==> config.mk <==
export PLATFORM = sky130hd
export DESIGN_NAME = axi4_lite_mem_tester
export DESIGN_NICKNAME = d
export VERILOG_FILES = /design/src/rtl/axi4_lite_mem_tester.sv
export SDC_FILE = /design/constraint.sdc
export NUM_CORES = 1
export LEC_CHECK = 0
export CORE_MARGIN = 5
export CORE_UTILIZATION = 39
export CTS_CLUSTER_SIZE = 24
export DETAILED_ROUTE_END_ITERATION = 12
export PLACE_DENSITY = 0.88
export SETUP_SLACK_MARGIN = 0.5
export SKIP_CTS_REPAIR_TIMING = 1
export SLEW_MARGIN = 25
export SYNTH_ARGS = -nofsm -noshare
export SYNTH_HDL_FRONTEND = slang
export SYNTH_SLANG_ARGS = --single-unit
==> constraint.sdc <==
create_clock -name clk_i -period 2.78 [get_ports clk_i]
set_clock_uncertainty 0.2 [all_clocks]
set_input_delay 0.556 -clock clk_i [delete_from_list [all_inputs] [get_ports clk_i]]
set_output_delay 0.556 -clock clk_i [all_outputs]
set_load 0.02 [all_outputs]
==> src/rtl/axi4_lite_mem_tester.sv <==
// AXI4-Lite write-then-read-back memory tester: one outstanding transaction at a time,
// selectable data pattern, sticky error flags, saturating mismatch count and first-error address.
module axi4_lite_mem_tester #(
  parameter int unsigned addr_width_p = 28,
  parameter int unsigned data_width_p = 64,
  parameter int unsigned base_addr_p  = 0,
  parameter int unsigned num_words_p  = 256
) (
  input  logic                      clk_i,
  input  logic                      reset_i,
  input  logic                      start_i,
  input  logic [1:0]                mode_i,
  output logic [addr_width_p-1:0]   awaddr_o,
  output logic [2:0]                awprot_o,
  output logic                      awvalid_o,
  input  logic                      awready_i,
  output logic [data_width_p-1:0]   wdata_o,
  output logic [data_width_p/8-1:0] wstrb_o,
  output logic                      wvalid_o,
  input  logic                      wready_i,
  input  logic [1:0]                bresp_i,
  input  logic                      bvalid_i,
  output logic                      bready_o,
  output logic [addr_width_p-1:0]   araddr_o,
  output logic [2:0]                arprot_o,
  output logic                      arvalid_o,
  input  logic                      arready_i,
  input  logic [data_width_p-1:0]   rdata_i,
  input  logic [1:0]                rresp_i,
  input  logic                      rvalid_i,
  output logic                      rready_o,
  output logic                      busy_o,
  output logic                      done_o,
  output logic                      wr_error_o,
  output logic                      rd_error_o,
  output logic [15:0]               err_count_o,
  output logic [addr_width_p-1:0]   first_err_addr_o
);

  localparam int unsigned off_lp   = $clog2(data_width_p / 8);
  localparam int unsigned idx_w_lp = (num_words_p > 1) ? $clog2(num_words_p) : 1;
  localparam logic [31:0] taps_lp  = 32'h8020_0003;

  typedef enum logic [2:0] {IDLE, WR, WRESP, RD, RDATA, DONE} state_e;

  state_e                  state_q, state_d;
  logic [idx_w_lp-1:0]     idx_q, idx_d;
  logic [31:0]             lfsr_q, lfsr_d;
  logic [1:0]              mode_q, mode_d;
  logic                    aw_done_q, aw_done_d;
  logic                    w_done_q, w_done_d;
  logic                    wr_err_q, wr_err_d;
  logic                    rd_err_q, rd_err_d;
  logic [15:0]             err_cnt_q, err_cnt_d;
  logic [addr_width_p-1:0] first_q, first_d;

  logic [addr_width_p-1:0] addr_w;
  logic [data_width_p-1:0] pattern_w;
  logic [31:0]             lfsr_step_w;
  logic                    last_w;
  logic                    capture_ok_w;
  logic                    rd_bad_w;

  assign addr_w       = addr_width_p'(base_addr_p) + (addr_width_p'(idx_q) << off_lp);
  assign lfsr_step_w  = lfsr_q[0] ? ((lfsr_q >> 1) ^ taps_lp) : (lfsr_q >> 1);
  assign last_w       = (idx_q == idx_w_lp'(num_words_p - 1));
  assign capture_ok_w = (err_cnt_q == 16'd0) && !wr_err_q;

  always_comb begin
    pattern_w = '0;
    case (mode_q)
      2'd0:    pattern_w = data_width_p'(addr_w);
      2'd1:    pattern_w = data_width_p'(idx_q);
      2'd2:    pattern_w = ~data_width_p'(addr_w);
      default: pattern_w = {(data_width_p / 32){lfsr_q}};
    endcase
  end

  assign rd_bad_w = (rresp_i != 2'b00) || (rdata_i != pattern_w);

  always_comb begin
    state_d   = state_q;
    idx_d     = idx_q;
    lfsr_d    = lfsr_q;
    mode_d    = mode_q;
    aw_done_d = aw_done_q;
    w_done_d  = w_done_q;
    wr_err_d  = wr_err_q;
    rd_err_d  = rd_err_q;
    err_cnt_d = err_cnt_q;
    first_d   = first_q;
    case (state_q)
      IDLE, DONE: begin
        if (start_i) begin
          state_d   = WR;
          idx_d     = '0;
          lfsr_d    = 32'h1;
          mode_d    = mode_i;
          aw_done_d = 1'b0;
          w_done_d  = 1'b0;
          wr_err_d  = 1'b0;
          rd_err_d  = 1'b0;
          err_cnt_d = '0;
          first_d   = '0;
        end
      end
      WR: begin
        // valid is held only on a channel whose handshake has not yet happened
        aw_done_d = aw_done_q | awready_i;
        w_done_d  = w_done_q | wready_i;
        if (aw_done_d && w_done_d) begin
          state_d   = WRESP;
          aw_done_d = 1'b0;
          w_done_d  = 1'b0;
        end
      end
      WRESP: begin
        if (bvalid_i) begin
          if (bresp_i != 2'b00) begin
            wr_err_d = 1'b1;
            if (capture_ok_w) first_d = addr_w;
          end
          if (last_w) begin
            idx_d   = '0;
            lfsr_d  = 32'h1;
            state_d = RD;
          end else begin
            idx_d   = idx_q + 1'b1;
            lfsr_d  = lfsr_step_w;
            state_d = WR;
          end
        end
      end
      RD: begin
        if (arready_i) state_d = RDATA;
      end
      RDATA: begin
        if (rvalid_i) begin
          if (rd_bad_w) begin
            rd_err_d = 1'b1;
            if (err_cnt_q != 16'hFFFF) err_cnt_d = err_cnt_q + 16'd1;
            if (capture_ok_w) first_d = addr_w;
          end
          if (last_w) begin
            state_d = DONE;
          end else begin
            idx_d   = idx_q + 1'b1;
            lfsr_d  = lfsr_step_w;
            state_d = RD;
          end
        end
      end
      default: state_d = IDLE;
    endcase
  end

  always_ff @(posedge clk_i or posedge reset_i) begin
    if (reset_i) begin
      state_q   <= IDLE;
      idx_q     <= '0;
      lfsr_q    <= 32'h1;
      mode_q    <= 2'b00;
      aw_done_q <= 1'b0;
      w_done_q  <= 1'b0;
      wr_err_q  <= 1'b0;
      rd_err_q  <= 1'b0;
      err_cnt_q <= '0;
      first_q   <= '0;
    end else begin
      state_q   <= state_d;
      idx_q     <= idx_d;
      lfsr_q    <= lfsr_d;
      mode_q    <= mode_d;
      aw_done_q <= aw_done_d;
      w_done_q  <= w_done_d;
      wr_err_q  <= wr_err_d;
      rd_err_q  <= rd_err_d;
      err_cnt_q <= err_cnt_d;
      first_q   <= first_d;
    end
  end

  // Handshake outputs come straight from registered state, so reset clears them at once.
  assign awaddr_o         = addr_w;
  assign araddr_o         = addr_w;
  assign wdata_o          = pattern_w;
  assign awprot_o         = 3'b000;
  assign arprot_o         = 3'b000;
  assign wstrb_o          = '1;
  assign awvalid_o        = (state_q == WR) && !aw_done_q;
  assign wvalid_o         = (state_q == WR) && !w_done_q;
  assign bready_o         = (state_q == WRESP);
  assign arvalid_o        = (state_q == RD);
  assign rready_o         = (state_q == RDATA);
  assign busy_o           = (state_q == WR) || (state_q == WRESP) || (state_q == RD) || (state_q == RDATA);
  assign done_o           = (state_q == DONE);
  assign wr_error_o       = wr_err_q;
  assign rd_error_o       = rd_err_q;
  assign err_count_o      = err_cnt_q;
  assign first_err_addr_o = first_q;

endmodule
==> run_results.csv, run 1 <==
group,metric,value,unit
floorplanning,die_h,133,um
route,avgRoutedWirePerCell,22.8,um
setup_path,worstSetupPathType,"register to register",
route,ant_nets,0,
floorplanning,dieArea,17800,um2
synthesis,synth.distinct_cells,66,
floorplanning,num_rows,45,
setup_path,crit_path_start_kind,"register",
layout,final_common_cell,"buf_4",
outcome,violations,"setup timing",
synthesis,synth-seq-cells,73,
setup_path,cp_num_cells,11,
placed_design,port_buffers,190,
power,power.leakage,4.98,nW
grt,grt_pass1_wl,35500,um
layout,instances_no_fill,1230,
synthesis,synth_edf_count,0,
setup_path,path_delay_family,"simple AND/OR/NAND/NOR gates",
layout,fin_util,0.677,
outcome,status,"complete, but fails checks",
clock_network,clk_pin_slew,0.06,ns
setup_path,ff2ff_path_depth,11,
sta,worst_slew_pin_slew,0.552,ns
grt,antenna_found_initial,3,
min_path,min_path_cells,2,
sta,finalSetupViolations,25,
setup_path,cpPeakStageDelay,0.46,ns
route,vias,7455,
route,drtIter0Drc,1146,
sta,fin_ws,-0.355,ns
placed_design,gp_congestion,0.975,
setup_path,cp.arrival,3.17,ns
min_path,hold_class,"register to register",
setup_path,critPathSlowestCell,"dfrtp_2",
clock_network,cts.sinks,73,
synthesis,ys_seq_area_frac,0.308,
floorplanning,ioPinCount,265,
grt,first_global_vias,6223,
sta,maxSlewViolCount,0,
route,routed_wl,28000,um
sta,timing.fmax,319,MHz
clock_network,cts_buffers,9,
clock_network,insertion_delay,0.35,ns
grt,grt_usage,0.248,
layout,mostFrequentLayoutCells,"buf_4, clkdlybuf4s50_1, conb_1",
clock_network,clock-root-buffer,"clkbuf_16",
placed_design,dpl.cell_count,1179,
power,power_density,921,nW/um2
clock_network,clk_path_buf_depth,2,
route,drc,0,
sta,period_needed,3.14,ns
grt,grt_max_degree,74,
layout,fin_nets,1115,
floorplanning,initial_core_util,0.394,
sta,rsz0062_at_grt,"true",
synthesis,synth_cells,732,
synthesis,avgSynthCellArea,8.11,um2
grt,gr-total-overflow,0,
placed_design,pre_cts_ws,-0.926,ns
setup_path,critical_path.max_fanout,7,
setup_path,path_cells,"buf_12, buf_2, nand2b_4, a21oi_1, a31oi_2, xor2_1, a2111oi_4, nand4_1, or2_4, nand3_4, mux2_4",
setup_path,cp.required,2.81,ns
setup_path,cp_num_buf_inv,2,
power,ir_drop,642,uV
flow_run,drv_cap,0,
placed_design,hpwlAfterDp,18200,um
synthesis,synth_top_flop_cell,"dfrtp_1",
floorplanning,fp.dieW,133,um
sta,fin_crit_sh,1.13,
placed_design,place_area,8760,um2
route,firstDrtPassIters,6,
sta,finalHoldViolCount,0,
clock_network,cts_tree,"yes",
layout,fillers,1053,
layout,area_delta_synth_final,72.0,%
sta,fin_setup_tns,-7.64,ns
route,viasPerCell,6.06,
layout,drive_gt1_frac,0.359,
clock_network,htree_levels,3,
synthesis,ys_warn_count,0,
setup_path,endpoint_kind,"register",
layout,design_area,10200,um2
synthesis,syn_area,5940,um2
sta,relSlewSlack,0.630,
floorplanning,core-area,15100,um2
synthesis,async_flop_share,1.00,
[synthesized netlist by cell type (all sizes together), types with 6 or more instances]
library cell	n	area (um2)
o21ai	60	304
o22ai	10	62.6
a21oi	33	165
mux2i	12	120
nand2	45	169
buf	111	827
a22o	41	359
nor2	33	124
nand3	16	92.6
a31oi	12	75.1
and3	14	87.6
a22oi	10	75.1
nor4	19	119
inv	57	214
nand2b	28	175
o41ai	12	105
xor2	14	123
dfrtp	72	1800
clkbuf	29	109
nor3	12	60.1
nand4	6	37.5
[cells by family after synthesis]
kind of cell    Yosys count  share of synthesized area
compound gates          225                      0.261
xor+xnor                 17                     0.0251
fa+ha+maj                 3                    0.00632
buf+inv                 197                      0.194
flops                    73                      0.308
mux                      14                     0.0240
other cells               2                    0.00126
simple gates            201                      0.181
[flip-flops by register name, indices dropped and copies added, names as in the netlist]
signal,flops
w_done_q,1
first_err_addr_o,8
mode_q,2
aw_done_q,1
lfsr_q,32
err_count_o,16
state_q,3
wr_error_o,1
rd_error_o,1
idx_q,8
[worst min-delay path: stages, from the launching register on]
cell	delay [ns]
dfrtp_1	0.37
inv_1	0.06
mux2i_1	0.06
[stage by stage]
| stage | power [mW] | hold WS (ns) |
|---|---|---|
| after global placement | 6.51 | 0.271 |
| after detailed placement | 6.58 | 0.299 |
| final | 9.41 | 0.329 |
| after CTS | 8.03 | 0.312 |
| after floorplan | 4.42 | 0.266 |
| after global routing | 9.75 | 0.351 |
[cell type report]
| type | count | area [um2] | area share |
|---|---|---|---|
| flip-flops and latches | 73 | 1830 | 0.179 |
| clock buffers | 10 | 229 | 0.0224 |
| multi-input cells | 534 | 4000 | 0.391 |
| clock inverters | 6 | 138 | 0.0135 |
| well taps | 188 | 235 | 0.0230 |
| diodes | 3 | 7.51 | 0.000735 |
| inverters | 57 | 234 | 0.0229 |
| repair buffers | 359 | 3550 | 0.347 |
[worst paths after layout]
path                                            startpoint                               to  slack, ns
min                        first_err_addr_o[3]$_DFFE_PP0P_  first_err_addr_o[3]$_DFFE_PP0P_       0.33
min reg2reg                first_err_addr_o[3]$_DFFE_PP0P_  first_err_addr_o[3]$_DFFE_PP0P_       0.33
min in group asynchronous                          reset_i           lfsr_q[13]$_DFFE_PP0P_       0.46
max in group asynchronous                          reset_i             idx_q[2]$_DFFE_PP0P_       1.55
max reg2reg                          mode_q[0]$_DFFE_PP0P_       err_count_o[0]$_DFFE_PP0P_      -0.36
max                                  mode_q[0]$_DFFE_PP0P_       err_count_o[0]$_DFFE_PP0P_      -0.36
[layer usage]
metal  GRT usage  wire length [um]
met1       0.333              9980
met2       0.397             13000
met3      0.0468              3220
met4      0.0983              1790
met5           0                 0
[report_power, final]
part	internal, mW	switching (mW)
clock	0.975	0.492
sequential	1.17	0.102
combinational	3.06	3.61
No activity file was read; power rests on OpenSTA's default activity.
==> run 2: changes to the inputs <==
--- a/config.mk
+++ b/config.mk
@@ -10,7 +10,7 @@
 export CTS_CLUSTER_SIZE = 24
 export DETAILED_ROUTE_END_ITERATION = 12
 export PLACE_DENSITY = 0.88
-export SETUP_SLACK_MARGIN = 0.5
+export SETUP_SLACK_MARGIN = 0.02
 export SKIP_CTS_REPAIR_TIMING = 1
 export SLEW_MARGIN = 25
 export SYNTH_ARGS = -nofsm -noshare
==> run_results.csv, run 2 (synthesis results as in run 1) <==
group,metric,value,unit
sta,period_needed,3.12,ns
grt,grt_usage,0.244,
setup_path,worstSetupPathType,"primary input to register",
setup_path,path_cells,"clkdlybuf4s50_1, buf_4, a22oi_1, a41oi_1, nand4b_1, nor4_4, nand4b_1, or2_4, nand3_4, mux2_4",
floorplanning,ioPinCount,265,
min_path,hold_class,"primary input to asynchronous set/reset pin",
sta,fin_crit_sh,1.12,
layout,drive_gt1_frac,0.215,
placed_design,port_buffers,190,
power,total_power,7.92,mW
setup_path,cp_num_cells,10,
sta,finalSetupViolations,25,
sta,finalHoldViolCount,0,
floorplanning,dieArea,17800,um2
layout,instances_no_fill,1200,
placed_design,pre_cts_ws,-0.955,ns
clock_network,clk_path_buf_depth,2,
flow_run,drv_cap,0,
grt,first_global_vias,6252,
sta,worst_slew_pin_slew,0.619,ns
setup_path,cp_num_buf_inv,2,
layout,area_delta_synth_final,57.7,%
setup_path,ff2ff_path_depth,9,
route,routed_wl,24000,um
clock_network,insertion_delay,0.34,ns
sta,rsz0062_at_grt,"true",
clock_network,clk_pin_slew,0.06,ns
setup_path,critPathSlowestCell,"clkdlybuf4s50_1",
grt,gr-total-overflow,0,
route,firstDrtPassIters,6,
setup_path,endpoint_kind,"register",
layout,fillers,1189,
clock_network,htree_levels,3,
sta,timing.fmax,320,MHz
route,ant_nets,0,
floorplanning,fp.dieW,133,um
setup_path,cpPeakStageDelay,0.47,ns
floorplanning,die_h,133,um
floorplanning,num_rows,45,
layout,final_common_cell,"buf_4",
setup_path,crit_path_start_kind,"primary input",
route,viasPerCell,5.64,
placed_design,gp_congestion,0.992,
sta,fin_setup_tns,-6.83,ns
sta,maxSlewViolCount,0,
layout,largest_reg_flops,32,
power,power_density,846,nW/um2
power,ir_drop,534,uV
layout,top_register,"lfsr_q",
layout,fin_nets,1087,
grt,antenna_found_initial,1,
placed_design,hpwlAfterDp,17800,um
clock_network,cts_buffers,9,
outcome,status,"complete, but fails checks",
power,power.leakage,5.00,nW
grt,grt_pass1_wl,35000,um
floorplanning,initial_core_util,0.394,
setup_path,timing.critical_path.mode_cell,"nand4b_1",
route,drc,0,
layout,mostFrequentLayoutCells,"buf_4, clkdlybuf4s50_1, dlymetal6s2s_1",
route,vias,6769,
route,avgRoutedWirePerCell,20.0,um
sta,fin_ws,-0.342,ns
layout,fin_util,0.621,
placed_design,dpl.cell_count,1179,
setup_path,cp.arrival,3.14,ns
setup_path,cp.required,2.80,ns
outcome,violations,"setup timing",
clock_network,cts_tree,"yes",
setup_path,path_delay_family,"simple AND/OR/NAND/NOR gates",
sta,relSlewSlack,0.586,
route,drtIter0Drc,940,
setup_path,critical_path.max_fanout,5,
clock_network,clock-root-buffer,"clkbuf_16",
floorplanning,core-area,15100,um2
clock_network,cts.sinks,73,
grt,grt_max_degree,44,
-- run 2: cell count changes in the layout (fill, tap and decap cells not counted), moves of 6 or more --
| cell | previous run | this run |
|---|---|---|
| a21oi_4 | 20 | 2 |
| nor2_1 | 25 | 32 |
| clkdlybuf4s50_1 | 89 | 113 |
| clkbuf_2 | 8 | 0 |
| o21ai_0 | 39 | 49 |
| buf_6 | 62 | 5 |
| buf_4 | 138 | 132 |
| dlymetal6s2s_1 | 40 | 75 |
| a21oi_1 | 10 | 29 |
| o21ai_2 | 13 | 5 |
-- run 2: cell type report --
cell class	count	area (um2)	area share
repair buffers	331	3240	0.346
clock buffers	10	229	0.0244
inverters	57	214	0.0228
well taps	188	235	0.0251
flip-flops and latches	73	1830	0.195
diodes	1	2.50	0.000267
clock inverters	6	116	0.0124
multi-input cells	534	3500	0.374
-- run 2: where the power goes --
part / switching (mW) / internal [mW] / leakage [nW]
sequential: 0.107 / 1.17 / 1.00
combinational: 2.94 / 2.34 / 3.83
clock: 0.477 / 0.884 / 0.167
total: 3.53 / 4.40 / 5.00
-- run 2: final timing paths --
path                                   startpoint                         end  slack (ns)
setup / recovery                      rdata_i[53]  err_count_o[0]$_DFFE_PP0P_       -0.34
setup reg to reg           state_q[0]$_DFFE_PP0P_  err_count_o[0]$_DFFE_PP0P_       -0.30
hold reg to reg            rd_error_o$_DFFE_PP0P_      rd_error_o$_DFFE_PP0P_        0.29
max in group asynchronous                 reset_i       lfsr_q[0]$_DFFE_PP1P_        1.47
hold / removal                            reset_i      lfsr_q[13]$_DFFE_PP0P_        0.29
min in group clk_i         rd_error_o$_DFFE_PP0P_      rd_error_o$_DFFE_PP0P_        0.29
-- run 2: routing by layer --
layer  track usage  vias to the layer above  wire, um
li1              -                     3018         -
met1         0.334                     3178      9460
met2         0.399                      485     11500
met3        0.0344                       88      2220
met4        0.0789                        0       865
met5             0                        -         0
-- run 2: per-stage QoR --
stage	cell area [um2]	hold WS, ns
3_3_place_gp	8570	0.276
2_1_floorplan	6290	0.266
4_1_cts	8920	0.287
3_5_place_dp	8570	0.274
5_1_grt	9370	0.300
6_report	9370	0.286
-- run 2: worst register-to-register path, stage by stage (launching register included) --
cell      delay (ns)
dfrtp_1         0.38
or3b_4          0.41
or3_4           0.36
a221oi_2        0.22
nand3_1         0.14
nor4_2          0.28
nand4b_1        0.21
or2_4           0.32
nand3_4         0.13
mux2_4          0.31
==> patch, RTL diff (flow settings as in run 1) <==
Change the parameter `addr_width_p` from 28 to 56.
--- a/src/rtl/axi4_lite_mem_tester.sv
+++ b/src/rtl/axi4_lite_mem_tester.sv
@@ -2,5 +2,5 @@
 // selectable data pattern, sticky error flags, saturating mismatch count and first-error address.
 module axi4_lite_mem_tester #(
-  parameter int unsigned addr_width_p = 28,
+  parameter int unsigned addr_width_p = 56,
   parameter int unsigned data_width_p = 64,
   parameter int unsigned base_addr_p  = 0,
Ports: changed (resized araddr_o, awaddr_o and first_err_addr_o); port bits go from 265 to 349. No check against the original RTL was run, so the function may have changed too.
==> patch against run 1 <==
  * The run still ends with negative setup slack left
  * Global-route usage down 1.4 points
  * Die area up 9.8%
  * Final area up 7.5%
  * Fmax down 2.6%
  * Routed wire length up 4.0%
  * Setup slack worse by 0.082 ns
  * Total power up 4.7%
  * Synthesized cell count up 11%
  * Sequential cell count unchanged
  * Synthesized area up 11%
  * Clock power down 12%
  * First-iteration DRC count down 9.3%
  * Via count up 2.4%
==> patch: results (changes against run 1) <==
- Failing checks: negative setup slack
- Max incr delay on CP: 0.41 ns (-0.05 ns)
- Xor/xnor cell area share of the yosys netlist: 2.267% (-0.24 points)
- Initial DRC count: 1039 (-9.3%)
- Avg WL per Cell: 21.26 um (-6.6%)
- # setup viols final: 25 (unchanged)
- Depth of the worst register-to-register path: 14 (+3)
- Multiplexer area fraction after synthesis: 2.171% (-0.23 points)
- # fillers: 1190 (+13%)
- Synth top area cells: dfrtp_1 27%, buf_4 21%, a22o_1 5.5%
- Non-CTS buffers: 385 (+7.2%)
- Met3 routed wirelength: 2824 um (-12%)
- Multi-input gates: 618 (+16%)
- Vias/cell: 5.575 (-8.0%)
- Post-layout util: 66.24% (-1.5 points)
- Post-synth top cells: 188 x buf_4, 72 x dfrtp_1, 57 x inv_1, 57 x o21ai_0, 45 x nand2_1
- Vias in the first global route: 6608 (+6.2%)
- Placed insts: 1306 (+11%)
- Clk power: 1.29 mW (-12%)
- Setup WS post-layout: -0.4375 ns (-0.08209 ns)
- PwrDens: 897.1 nW/um^2 (-2.6%)
- Pre-Repair DR Iteration Count: 5 (-1)
- Pleak: 5.361 nW (+7.7%)
- Hold_sp: first_err_addr_o[6]
- Sequential Area: 1833 um^2 (about the same)
- Sequential cells: 73 (unchanged)
- Final instance area: 10980 um^2 (+7.5%)
- Status: complete, but fails checks
- Switching Fraction: 44.77% (+0.11 points)
- Clock-cell share: 2.916% (-0.67 points)
- First-pass GRT wire length: 37060 um (+4.4%)
- Post-detail-place hpwl: 19670 um (+8.0%)
- CP arrival: 3.25 ns (+0.08 ns)
- Nets: 1225 (+9.9%)
patch: worst paths after layout:
| path | end | slack [ns] |
|---|---|---|
| min in group asynchronous | lfsr_q[21] | 0.46 |
| min | first_err_addr_o[6] | 0.33 |
| min reg2reg | first_err_addr_o[6] | 0.33 |
| max reg2reg | err_count_o[10] | -0.44 |
| max in group asynchronous | err_count_o[11] | 1.54 |
| max | err_count_o[10] | -0.44 |
patch: cell families (layout without fill, tap and decap cells):
kind of cell,count (synthesis),after routing
buffers and inverters,281,458
multiplexers,14,14
adder cells (fa/ha/maj),3,3
XOR/XNOR,17,17
flip-flops,73,73
other,2,158
AO/OA/AOI/OAI,225,225
AND/OR/NAND/NOR,201,201
patch: per-stage QoR:
| stage | worst slack [ns] | setup TNS [ns] |
|---|---|---|
| after detailed placement | -0.6959 | -15.54 |
| after global placement | -0.6419 | -14.64 |
| final | -0.4375 | -8.977 |
| after global routing | -0.5263 | -11.27 |
| after floorplan | -0.01744 | -0.01744 |
| after CTS | -0.3749 | -15.36 |
